File: config.mk
export PLATFORM = sky130hd
export DESIGN_NAME = avr_prog_loader
export DESIGN_NICKNAME = d
export VERILOG_FILES = /design/src/rtl/avr_pkg.sv /design/src/rtl/avr_csum8.sv /design/src/rtl/avr_prog_loader.sv
export SDC_FILE = /design/constraint.sdc
export NUM_CORES = 1
export LEC_CHECK = 0
export ABC_AREA = 1
export CORE_MARGIN = 2
export CORE_UTILIZATION = 52
export DETAILED_ROUTE_END_ITERATION = 10
export PLACE_DENSITY = 0.79
export SYNTH_ARGS = -nofsm -noshare
export SYNTH_HDL_FRONTEND = slang
export SYNTH_SLANG_ARGS = --single-unit
File: constraint.sdc
create_clock -name clk50 -period 1.7 [get_ports clk50]
set_input_delay 0.34 -clock clk50 [delete_from_list [all_inputs] [get_ports clk50]]
set_output_delay 0.34 -clock clk50 [all_outputs]
set_load 0.02 [all_outputs]
File: src/rtl/avr_pkg.sv
// Shared types and constants for the AVR program loader.
package avr_pkg;

    localparam int         WORD_W   = 16;
    localparam logic [7:0] SYNC_DEF = 8'h55;

    typedef enum logic [2:0] {
        st_idle,
        st_len,
        st_lo,
        st_hi,
        st_csum,
        st_done,
        st_err
    } ldr_state_e;

endpackage

File: src/rtl/avr_csum8.sv
// 8-bit running-sum accumulator; zero_next reports whether
// the sum would be zero after adding the current byte.
module avr_csum8 (
    input  logic       clk50,
    input  logic       reset,
    input  logic       clr,
    input  logic       add_en,
    input  logic [7:0] din,
    output logic       zero_next
);

    logic [7:0] sum_q;
    logic [7:0] sum_d;

    assign sum_d     = sum_q + din;
    assign zero_next = (sum_d == 8'h00);

    always_ff @(posedge clk50 or posedge reset) begin
        if (reset) begin
            sum_q <= 8'h00;
        end else if (clr) begin
            sum_q <= 8'h00;
        end else if (add_en) begin
            sum_q <= sum_d;
        end
    end

endmodule

File: src/rtl/avr_prog_loader.sv
// Framed byte-stream loader for AVR program memory.
// Checksum byte and err are present only with AVR_LOADER_CSUM_EN.
module avr_prog_loader
    import avr_pkg::*;
#(
    parameter int         ADDR_W    = 8,
    parameter logic [7:0] SYNC_BYTE = SYNC_DEF
) (
    input  logic              clk50,
    input  logic              reset,
    input  logic [7:0]        in_data,
    input  logic              in_valid,
    output logic              in_ready,
    output logic              mem_we,
    output logic [ADDR_W-1:0] mem_addr,
    output logic [WORD_W-1:0] mem_wdata,
    output logic              core_hold,
    output logic              done,
    output logic              err
);

    ldr_state_e state_q, state_d;

    logic              ready_q;
    logic              we_q;
    logic [ADDR_W-1:0] addr_q;
    logic [WORD_W-1:0] wdata_q;
    logic [7:0]        cnt_q;
    logic [7:0]        lo_q;
    logic              hold_q;
    logic              done_q;

    logic fire;
    logic sync_hit;
    logic start;
    logic len_ld;
    logic lo_ld;
    logic wr;
    logic fin_ok;

`ifdef AVR_LOADER_CSUM_EN
    logic fin_bad;
    logic sum_zero;
    logic csum_add;
    logic err_q;
`endif

    assign fire     = in_valid & ready_q;
    assign sync_hit = (in_data == SYNC_BYTE);

    always_ff @(posedge clk50 or posedge reset) begin
        if (reset) begin
            state_q <= st_idle;
        end else begin
            state_q <= state_d;
        end
    end

    always_comb begin
        state_d = state_q;
        start   = 1'b0;
        len_ld  = 1'b0;
        lo_ld   = 1'b0;
        wr      = 1'b0;
        fin_ok  = 1'b0;
`ifdef AVR_LOADER_CSUM_EN
        fin_bad = 1'b0;
`endif
        if (fire) begin
            unique case (state_q)
                st_idle, st_done, st_err: begin
                    if (sync_hit) begin
                        start   = 1'b1;
                        state_d = st_len;
                    end
                end
                st_len: begin
                    len_ld = 1'b1;
                    if (in_data != 8'h00) begin
                        state_d = st_lo;
                    end else begin
`ifdef AVR_LOADER_CSUM_EN
                        state_d = st_csum;
`else
                        state_d = st_done;
                        fin_ok  = 1'b1;
`endif
                    end
                end
                st_lo: begin
                    lo_ld   = 1'b1;
                    state_d = st_hi;
                end
                st_hi: begin
                    wr = 1'b1;
                    if (cnt_q == 8'd1) begin
`ifdef AVR_LOADER_CSUM_EN
                        state_d = st_csum;
`else
                        state_d = st_done;
                        fin_ok  = 1'b1;
`endif
                    end else begin
                        state_d = st_lo;
                    end
                end
`ifdef AVR_LOADER_CSUM_EN
                st_csum: begin
                    if (sum_zero) begin
                        state_d = st_done;
                        fin_ok  = 1'b1;
                    end else begin
                        state_d = st_err;
                        fin_bad = 1'b1;
                    end
                end
`endif
                default: state_d = st_idle;
            endcase
        end
    end

    // Address advances on the edge that retires the write strobe;
    // a new frame's sync takes priority and rewinds to 0.
    always_ff @(posedge clk50 or posedge reset) begin
        if (reset) begin
            ready_q <= 1'b0;
            we_q    <= 1'b0;
            addr_q  <= '0;
            wdata_q <= '0;
            cnt_q   <= 8'h00;
            lo_q    <= 8'h00;
            hold_q  <= 1'b1;
            done_q  <= 1'b0;
        end else begin
            ready_q <= 1'b1;
            we_q    <= wr;
            if (wr) begin
                wdata_q <= {in_data, lo_q};
            end
            if (start) begin
                addr_q <= '0;
            end else if (we_q) begin
                addr_q <= addr_q + ADDR_W'(1);
            end
            if (len_ld) begin
                cnt_q <= in_data;
            end else if (wr) begin
                cnt_q <= cnt_q - 8'd1;
            end
            if (lo_ld) begin
                lo_q <= in_data;
            end
            if (start) begin
                hold_q <= 1'b1;
                done_q <= 1'b0;
            end else if (fin_ok) begin
                hold_q <= 1'b0;
                done_q <= 1'b1;
            end
        end
    end

`ifdef AVR_LOADER_CSUM_EN
    assign csum_add = fire && (state_q inside
                      {st_len, st_lo, st_hi, st_csum});

    avr_csum8 u_csum (
        .clk50     (clk50),
        .reset     (reset),
        .clr       (start),
        .add_en    (csum_add),
        .din       (in_data),
        .zero_next (sum_zero)
    );

    always_ff @(posedge clk50 or posedge reset) begin
        if (reset) begin
            err_q <= 1'b0;
        end else if (start) begin
            err_q <= 1'b0;
        end else if (fin_bad) begin
            err_q <= 1'b1;
        end
    end

    assign err = err_q;
`else
    assign err = 1'b0;
`endif

    assign in_ready  = ready_q;
    assign mem_we    = we_q;
    assign mem_addr  = addr_q;
    assign mem_wdata = wdata_q;
    assign core_hold = hold_q;
    assign done      = done_q;

endmodule

# Word-level counts from Yosys, hierarchy flattened
# Cells that the tools add are included.
[word_totals] ff_bits=47 input_bits=11 out_inout_bits=29
[op_classes] addsub=2 eq_ne=8 muxes=25 n_bitwise=1 n_reduce_logical=7
[op_table] operator="2-to-1 mux 8 bit" n=4
[op_table] operator="2-to-1 mux 1 bit" n=16
[op_table] operator="case mux 3 bit (4 select lines)" n=1
[op_table] operator="2-to-1 mux 3 bit" n=3
[op_table] operator="adder 8 x 1 -> 8 bit, second input constant" n=1
[op_table] operator="== test 8 x 1 -> 1 bit, second input constant" n=1
[op_table] operator="== test 8 x 7 -> 1 bit, second input constant" n=1
[op_table] operator="nonzero test 8 bit" n=1
[op_table] operator="subtractor 8 x 1 -> 8 bit, second input constant" n=1
[op_table] operator="== test 3 x 2 -> 1 bit, second input constant" n=2
[op_table] operator="== test 3 bit, second input constant" n=2
[op_table] operator="nonzero test 2 bit" n=3
[op_table] operator="== test 3 x 1 -> 1 bit, second input constant" n=1
[op_table] operator="zero test 3 bit" n=1
[op_table] operator="OR reduction 3 bit" n=1
[op_table] operator="inequality test 2 bit, second input constant" n=1
[op_table] operator="case mux 1 bit (2 select lines)" n=1
[op_table] operator="AND reduction 2 bit" n=1
[op_table] operator="bitwise AND 1 bit" n=1

# Logic depth before layout (Yosys ltp)
# Gate-level depths: netlist of run 1.
[logic_depth] depth_word=6 ltp_mapped=9 depth_no_buf=9

# Least setup slack after synthesis of run 1
# No wires, ideal clock.
[synth_timing] path_type="register to register" start="register addr_q[0], in the netlist mem_addr[0]" end="register addr_q[6], in the netlist mem_addr[6]" setup_ns=0.120 t_arrival_ns=1.177 t_required_ns=1.580 slack_ns=0.403 stages_incl_launch_ff=7 path_buffers=0 cell_sequence="dfrtp_1 -> ha_1 -> nand3_1 -> nor2_1 -> nand3_1 -> xor2_1 -> nor2_1"
[synth_between] elab_chain_cells=3
[synth_rtl] item="from (decl)" line="avr_prog_loader.sv:26" text="logic [ADDR_W-1:0] addr_q;"
[synth_rtl] item="from (signal assigned)" line="avr_prog_loader.sv:144" text="addr_q <= addr_q + ADDR_W'(1);"
[synth_rtl] item="adder 8 x 1 -> 8 bit" line="avr_prog_loader.sv:144"
[synth_rtl] item="2-to-1 mux 8 bit" line="avr_prog_loader.sv:143" text="end else if (we_q) begin"
[synth_rtl] item="2-to-1 mux 8 bit" line="avr_prog_loader.sv:141" text="if (start) begin"
# Every way passes these cells. The select of a mux whose other input is x is not followed.
# A chain may end at the register's enable or synchronous reset.

# Worst setup path after layout of run 1
[layout_timing] start="register addr_q[5], in the netlist mem_addr[5]" end="output port mem_addr[5]"
[layout_lines] item="to (decl)" line="avr_prog_loader.sv:15" text="output logic [ADDR_W-1:0] mem_addr,"
# No word-level cell between the ends.

==> implementation parameters, run 1 <==
Parameter                              Value

GRT
  Remaining Overflow, GRT    0
  Vias in the first global route    1,912
  Wire length of the first global-routing pass    8749 um
  Largest net degree at the start of global routing    21
  Overall global routing resource usage    22.58%
  Antenna violations before repair    0

Die
  Standard cell core area    4294 sq um
  Initial cell density of the core    53.55%
  Die Width    70.50 um
  DIE AREA    4970 sq um
  Num rows    24
  I/O pin count    40
  Die height    70.50 um

Clock network
  Deepest level of the CTS H-tree    2
  Root Buffer    sky130_fd_sc_hd__clkbuf_8
  Number of CTS-inserted buffers    5
  Maximum clock insertion buffer count    2
  TritonCTS clock tree    built
  Number of clock sinks    47
  Clock network latency to the later pin of the worst-skew pair    300 ps
  CTS clk-pin slew, worst paths    90 ps
  Cts-stage hold buffer count    0

Route
  Total routed wirelength    5137 um
  Vias per std cell    5.221
  Routed WL per cell    12.91 um
  Number of iterations in the first detailed-routing pass    4
  Via count of the routed design    2,078
  Routed met1 length    2232 um
  Final ANT Viol Nets    0
  Met2 layer wire length in the routed design    2512 um
  Post-route DRC violation count    0
  Met3 Routed Length    232 um
  Number of DRC violations after detailed-routing iteration 0    170
  Top Metal Used    met4

Worst setup path
  Critical register-to-register path endpoint    cnt_q[1]$_DFFE_PP0P_
  Slowest cell delay on critical path    620 ps
  Critical path capture point type    output port
  Startpoint of the worst-slack reg-to-reg timing path    state_q[1]$_DFFE_PP0P_
  Flop2flop setup slack    330 ps
  Delay-heaviest family, CP    buffers and inverters
  CP Buf/Inv Count    1
  Required time at the endpoint of the critical path    1360 ps
  Worst reg2reg path depth    8
  Critical Path, Cell by Cell    clkdlybuf4s50_1
  Slowest stage cell, crit path    sky130_fd_sc_hd__clkdlybuf4s50_1
  Crit path DAT    1330 ps
  Category of the worst setup path launch point    flop
  Largest fanout on the critical path    4
  Worst setup path startpoint    mem_addr[5]$_DFFE_PP0P_
  Type of the worst setup path    reg -> out

Logic synthesis
  Netlist Area Pre-Place    2300 sq um
  FFs w/ async S/R, synth    100.0%
  Count of flip-flops with a built-in enable after synthesis    0
  Cell taking the most area after synthesis    sky130_fd_sc_hd__dfrtp_1
  Post-synthesis area per instance    7.930 sq um
  Area share of the largest cell type after synthesis    50.05%
  Distinct cell type count after synthesis    25
  Number of nets in the synthesized netlist    304
  Synthesized netlist cell count    290
  Area contributors post-synth    sky130_fd_sc_hd__dfrtp_1 (50%), sky130_fd_sc_hd__nand2_1 (16%), sky130_fd_sc_hd__inv_1 (5.1%), sky130_fd_sc_hd__nor2_1 (4.6%), sky130_fd_sc_hd__nand3_1 (3.5%)
  Most common flop cell mapped by yosys    sky130_fd_sc_hd__dfrtp_1
  Number of synthesized register bits    47
  Number of warnings reported in the yosys synthesis log    0
  Seq/Total Area, Yosys    51.20%

Power
  Net Switching    1.825 mW
  Power per cell area    1579 nW/um^2
  Leakage power    1.480 nW
  Portion of total power attributed to the clock network    17.7%
  Sw Share    39.24%
  Max rail drop VDD    0.0008093 V
  Sequential share of power    40.2%
  Gate power share    42.2%
  Final Power    4.651 mW
  Cell-internal power    2.826 mW

Status
  Status    finished, final reports clean

Timing
  Layout Skew    3.386 ps
  Number of hold-slack violations in the final timing report    0
  Fmax achieved    0.5981 GHz
  Max-slew violations    0
  Final critical-path share of the clock period    98.35%
  Total of endpoints with negative setup slack in the final report    0
  Setup repair after global routing missed its margin    no
  Clock period minus worst slack    1672 ps

Cells and area
  Synthesis-to-layout area growth    28.07%
  Fin nets    359
  Fraction of layout cells with a size suffix above 1    10.98%
  Antenna cell count    0
  Final instance area    2945 sq um

Placement
  Final weighted congestion of routability-driven global placement    0.9044
  HPWL after detailed placement    3764 um
  Input/output buffers    38
  Placement-stage cell area    2833 sq um

Job
  Maxcap violations    0

Hold path
  Worst hold path type    in -> async
[placed cells by master (no fill, tap or decap), drive strengths merged, types with 3 or more instances in the layout]
cell type,Yosys,routed
o21ai,25,25
o211ai,3,3
nor2,31,31
o22ai,3,3
nand4,5,5
a21oi,5,5
clkdlybuf4s50,0,32
nand3,18,18
nand2,100,100
dfrtp,46,46
clkbuf,0,5
buf,7,17
dlygate4sd2,0,4
xor2,5,5
ha,3,3
inv,33,33
[Yosys cell counts (5+ instances only)]
library cell              number
sky130_fd_sc_hd__nand4_1       5
sky130_fd_sc_hd__inv_1        31
sky130_fd_sc_hd__dfrtp_1      46
sky130_fd_sc_hd__nand3_1      16
sky130_fd_sc_hd__o21ai_0      12
sky130_fd_sc_hd__xor2_1        5
sky130_fd_sc_hd__o21ai_1      13
sky130_fd_sc_hd__nand2_1      97
sky130_fd_sc_hd__a21oi_1       5
sky130_fd_sc_hd__nor2_1       28
[cells by family (layout without fill, tap and decap cells)]
group	count (synthesis)	in the layout	share of synthesized area [%]
XOR/XNOR	7	7	2.666
other	2	2	0.3266
flip-flops	47	47	51.20
buffers and inverters	40	96	7.671
adder cells (fa/ha/maj)	3	3	1.632
AO/OA/AOI/OAI	36	36	8.542
AND/OR/NAND/NOR	155	155	27.97
[area by class of cell]
| type | count | area [sq um] |
|---|---|---|
| timing repair buffer | 55 | 520.5 |
| clock buffer | 5 | 68.82 |
| tap | 52 | 65.06 |
| inverter | 33 | 123.9 |
| clock inverter | 3 | 43.79 |
| fill | 354 | 1349 |
| multi-input combinational | 203 | 945.9 |
| sequential | 47 | 1177 |
[power groups by stage]
| stage | combinational [mW] | sequential [mW] | clock [mW] |
|---|---|---|---|
| floorplan | 0.967 | 2.13 | 0 |
| CTS | 1.97 | 1.87 | 0.844 |
| finish | 1.96 | 1.87 | 0.821 |
| global route | 2.17 | 1.93 | 0.886 |
| global placement | 1.92 | 1.88 | 0 |
| detailed placement | 1.97 | 1.89 | 0 |
[per-layer routing]
| metal | vias up | track usage [%] |
|---|---|---|
| li1 | 1021 | - |
| met1 | 972 | 28.95 |
| met2 | 68 | 36.16 |
| met3 | 17 | 4.618 |
| met4 | 0 | 11.97 |
| met5 | - | 0 |
[stage by stage]
step | std cells | hold slack [ps] | TNS, ps | util (%) | worst slack, ps
final | 398 | 329.6 | 0 | 68.59 | 28.08
after global routing | 398 | 340.4 | 0 | 68.59 | 0.3569
after CTS | 398 | 332.0 | 0 | 68.47 | 15.61
after detailed placement | 390 | 454.6 | -49.69 | 65.97 | -31.54
after global placement | 390 | 454.3 | 0 | 65.97 | 13.62
after floorplan | 290 | 442.2 | 0 | - | 245.5
[sequential cells by signal, indices dropped and copies added, names as in the netlist]
name / cells
mem_we: 1
state_q: 3
mem_wdata: 16
mem_addr: 8
cnt_q: 8
lo_q: 8
done: 1
core_hold: 1
in_ready: 1
[how the worst max path moves through the flow]
stage	endpoint	slack, ps	cells past startpoint
5_1_grt	mem_addr[5]	0.4	1
4_1_cts	mem_addr[2]	20	1
3_5_place_dp	lo_q[6]$_DFFE_PP0P_	-30	7
3_3_place_gp	lo_q[5]$_DFFE_PP0P_	10	7
2_1_floorplan	cnt_q[0]$_DFFE_PP0P_	250	1
6_report	mem_addr[5]	30	1
[what timing repair did]
item | CTS | global route
resized for setup | 4 | 2
setup endpoints to repair | 4 | 2
pin swaps | 0 | 0
setup buffers | 0 | 0
cloned | 0 | 0
No activity file was read; power rests on OpenSTA's default activity.
==> run 2: changes to the inputs <==
--- a/config.mk
+++ b/config.mk
@@ -9,6 +9,7 @@
 export CORE_MARGIN = 2
 export CORE_UTILIZATION = 52
 export DETAILED_ROUTE_END_ITERATION = 10
+export MAX_ROUTING_LAYER = met4
 export PLACE_DENSITY = 0.79
 export SYNTH_ARGS = -nofsm -noshare
 export SYNTH_HDL_FRONTEND = slang
==> run 2 against run 1 <==
Compared with the run above:
- combinational power about the same
- utilization unchanged
- critical path depth unchanged
- highest routed layer unchanged
- setup slack better by 1.6 ps
- critical path type unchanged
- flip-flop and latch count unchanged
- wire length up 0.49%
- first-iteration DRC count up 0.59%
- largest power group unchanged
- sequential power about the same
- cell count unchanged
- clock skew about the same
- total power about the same
==> implementation parameters, run 2 (synthesized netlist as in run 1, its figures left out) <==
Parameter                              Value

Clock network
  Cts-stage hold buffer count    0 (unchanged)
  Clock network latency to the later pin of the worst-skew pair    300 ps (about the same)
  Setup Buffers After CTS    0 (unchanged)
  Maximum clock insertion buffer count    2 (unchanged)
  TritonCTS clock tree    built
  Number of clock sinks    47 (unchanged)
  Number of CTS-inserted buffers    5 (unchanged)
  Deepest level of the CTS H-tree    2 (unchanged)
  Root Buffer    sky130_fd_sc_hd__clkbuf_8
  CTS clk-pin slew, worst paths    90 ps (about the same)

Worst setup path
  CP Buf/Inv Count    1 (unchanged)
  Slowest cell delay on critical path    620 ps (about the same)
  Critical register-to-register path endpoint    cnt_q[1]$_DFFE_PP0P_
  Critical Path, Cell by Cell    clkdlybuf4s50_1
  Largest fanout on the critical path    4 (unchanged)
  Category of the worst setup path launch point    flop
  Worst reg2reg path depth    8 (unchanged)
  Flop2flop setup slack    310 ps (-20 ps)
  Crit path DAT    1330 ps (about the same)
  Required time at the endpoint of the critical path    1360 ps (about the same)
  Delay-heaviest family, CP    buffers and inverters
  Slowest stage cell, crit path    sky130_fd_sc_hd__clkdlybuf4s50_1
  Critical path capture point type    output port
  Startpoint of the worst-slack reg-to-reg timing path    state_q[1]$_DFFE_PP0P_
  Type of the worst setup path    reg -> out

Placement
  Input/output buffers    38 (unchanged)
  Cells after DPL    390 (unchanged)
  Place WS    -31.54 ps (unchanged)
  HPWL after detailed placement    3764 um (unchanged)
  Placement-stage cell area    2833 sq um (unchanged)
  Final weighted congestion of routability-driven global placement    0.9199 (+1.7%)

Power
  Gate power share    42.2% (about the same)
  Sequential share of power    40.2% (about the same)
  Cell-internal power    2.826 mW (about the same)
  Max rail drop VDD    0.0008139 V (+0.56%)
  Net Switching    1.828 mW (+0.14%)
  Power per cell area    1580 nW/um^2 (about the same)
  Leakage power    1.480 nW (unchanged)
  Final Power    4.653 mW (about the same)
  Sw Share    39.28% (about the same)
  Portion of total power attributed to the clock network    17.6% (about the same)

Timing
  Number of hold-slack violations in the final timing report    0 (unchanged)
  Max-slew violations    0 (unchanged)
  Clock period minus worst slack    1670 ps (-1.579 ps)
  Final critical-path setup slack    29.66 ps (+1.579 ps)
  Final-layout worst hold slack    331.5 ps (+1.908 ps)
  Final setup TNS    0 ps (unchanged)
  Fmax achieved    0.5987 GHz (about the same)
  Final critical-path share of the clock period    98.26% (about the same)
  Total of endpoints with negative setup slack in the final report    0 (unchanged)
  Setup repair after global routing missed its margin    no
  Layout Skew    3.227 ps (-0.1591 ps)

Cells and area
  Max reg flops    16 (unchanged)
  Most frequent cells in the layout    sky130_fd_sc_hd__nand2_1 (97), sky130_fd_sc_hd__dfrtp_1 (46), sky130_fd_sc_hd__clkdlybuf4s50_1 (32), sky130_fd_sc_hd__inv_1 (30), sky130_fd_sc_hd__nor2_1 (28)
  Area occupied by registers    1177 sq um (unchanged)
  Final instance area    2945 sq um (unchanged)
  Combined area of the multi-input logic cells    945.9 sq um (unchanged)
  Fraction of layout cells with a size suffix above 1    10.98% (unchanged)
  Antenna cell count    0 (unchanged)
  Fin nets    359 (unchanged)
  Filler-free cell count of the finished design    398 (unchanged)
  Commonest non-fill, non-tap cell in the layout    sky130_fd_sc_hd__nand2_1
  Synthesis-to-layout area growth    28.07% (unchanged)
  Util after Layout    68.59% (unchanged)
  Number of filler cells placed in the layout    354 (unchanged)

GRT
  Largest net degree at the start of global routing    21 (unchanged)
  Antenna violations before repair    0 (unchanged)
  Wire length of the first global-routing pass    8735 um (-0.16%)
  Overall global routing resource usage    23.25% (+0.67 points)
  Vias in the first global route    1,912 (unchanged)
  Remaining Overflow, GRT    0 (unchanged)

Die
  DIE AREA    4970 sq um (unchanged)
  Die Width    70.50 um (unchanged)
  Standard cell core area    4294 sq um (unchanged)
  I/O pin count    40 (unchanged)
  Die height    70.50 um (unchanged)
  Num rows    24 (unchanged)
  Initial cell density of the core    53.55% (unchanged)

Route
  Vias per std cell    5.166 (-1.1%)
  Total routed wirelength    5162 um (+0.49%)
  Number of DRC violations after detailed-routing iteration 0    171 (+0.59%)
  Post-route DRC violation count    0 (unchanged)
  Routed WL per cell    12.97 um (+0.49%)
  Via count of the routed design    2,056 (-1.1%)
  Number of iterations in the first detailed-routing pass    4 (unchanged)
  Final ANT Viol Nets    0 (unchanged)

Job
  Maxcap violations    0 (unchanged)

Hold path
  Worst hold path type    in -> async

Status
  Status    finished, final reports clean
run 2: cell counts in the layout (fill, tap and decap cells not counted):
Identical to the previous run, type by type.
run 2: cell type report:
| class | count | area share [%] |
|---|---|---|
| repair buffers | 55 | 17.67 |
| inverters | 33 | 4.206 |
| clock buffers | 5 | 2.336 |
| flip-flops and latches | 47 | 39.97 |
| multi-input cells | 203 | 32.12 |
| well taps | 52 | 2.209 |
| clock inverters | 3 | 1.487 |
run 2: what timing repair did:
action	CTS	global route
resized for setup	4	2
setup endpoints to repair	4	2
hold endpoints to repair	0	0
run 2: worst max path at each step:
| stage | to | cells after the start | slack (ps) | startpoint |
|---|---|---|---|---|
| final | mem_addr[5] | 1 | 30 | mem_addr[5]$_DFFE_PP0P_ |
| after global routing | mem_addr[5] | 1 | 0.4 | mem_addr[5]$_DFFE_PP0P_ |
| after CTS | mem_addr[2] | 1 | 20 | mem_addr[2]$_DFFE_PP0P_ |
| after detailed placement | lo_q[6]$_DFFE_PP0P_ | 7 | -30 | in_valid |
| after global placement | lo_q[5]$_DFFE_PP0P_ | 7 | 10 | in_valid |
| after floorplan | cnt_q[0]$_DFFE_PP0P_ | 1 | 250 | reset |
run 2: power by group through the flow:
stage	Sequential (mW)	Clock, mW	Combinational, mW
6_report	1.87	0.820	1.96
5_1_grt	1.93	0.886	2.17
4_1_cts	1.87	0.844	1.97
3_5_place_dp	1.89	0	1.97
3_3_place_gp	1.88	0	1.92
2_1_floorplan	2.13	0	0.967
run 2: per-layer routing:
| metal | GRT usage, % | vias up | share of wire, % |
|---|---|---|---|
| li1 | - | 1022 | - |
| met1 | 28.86 | 965 | 44 |
| met2 | 36.16 | 53 | 48 |
| met3 | 4.618 | 16 | 4.1 |
| met4 | 11.97 | 0 | 3.5 |
| met5 | - | - | 0 |
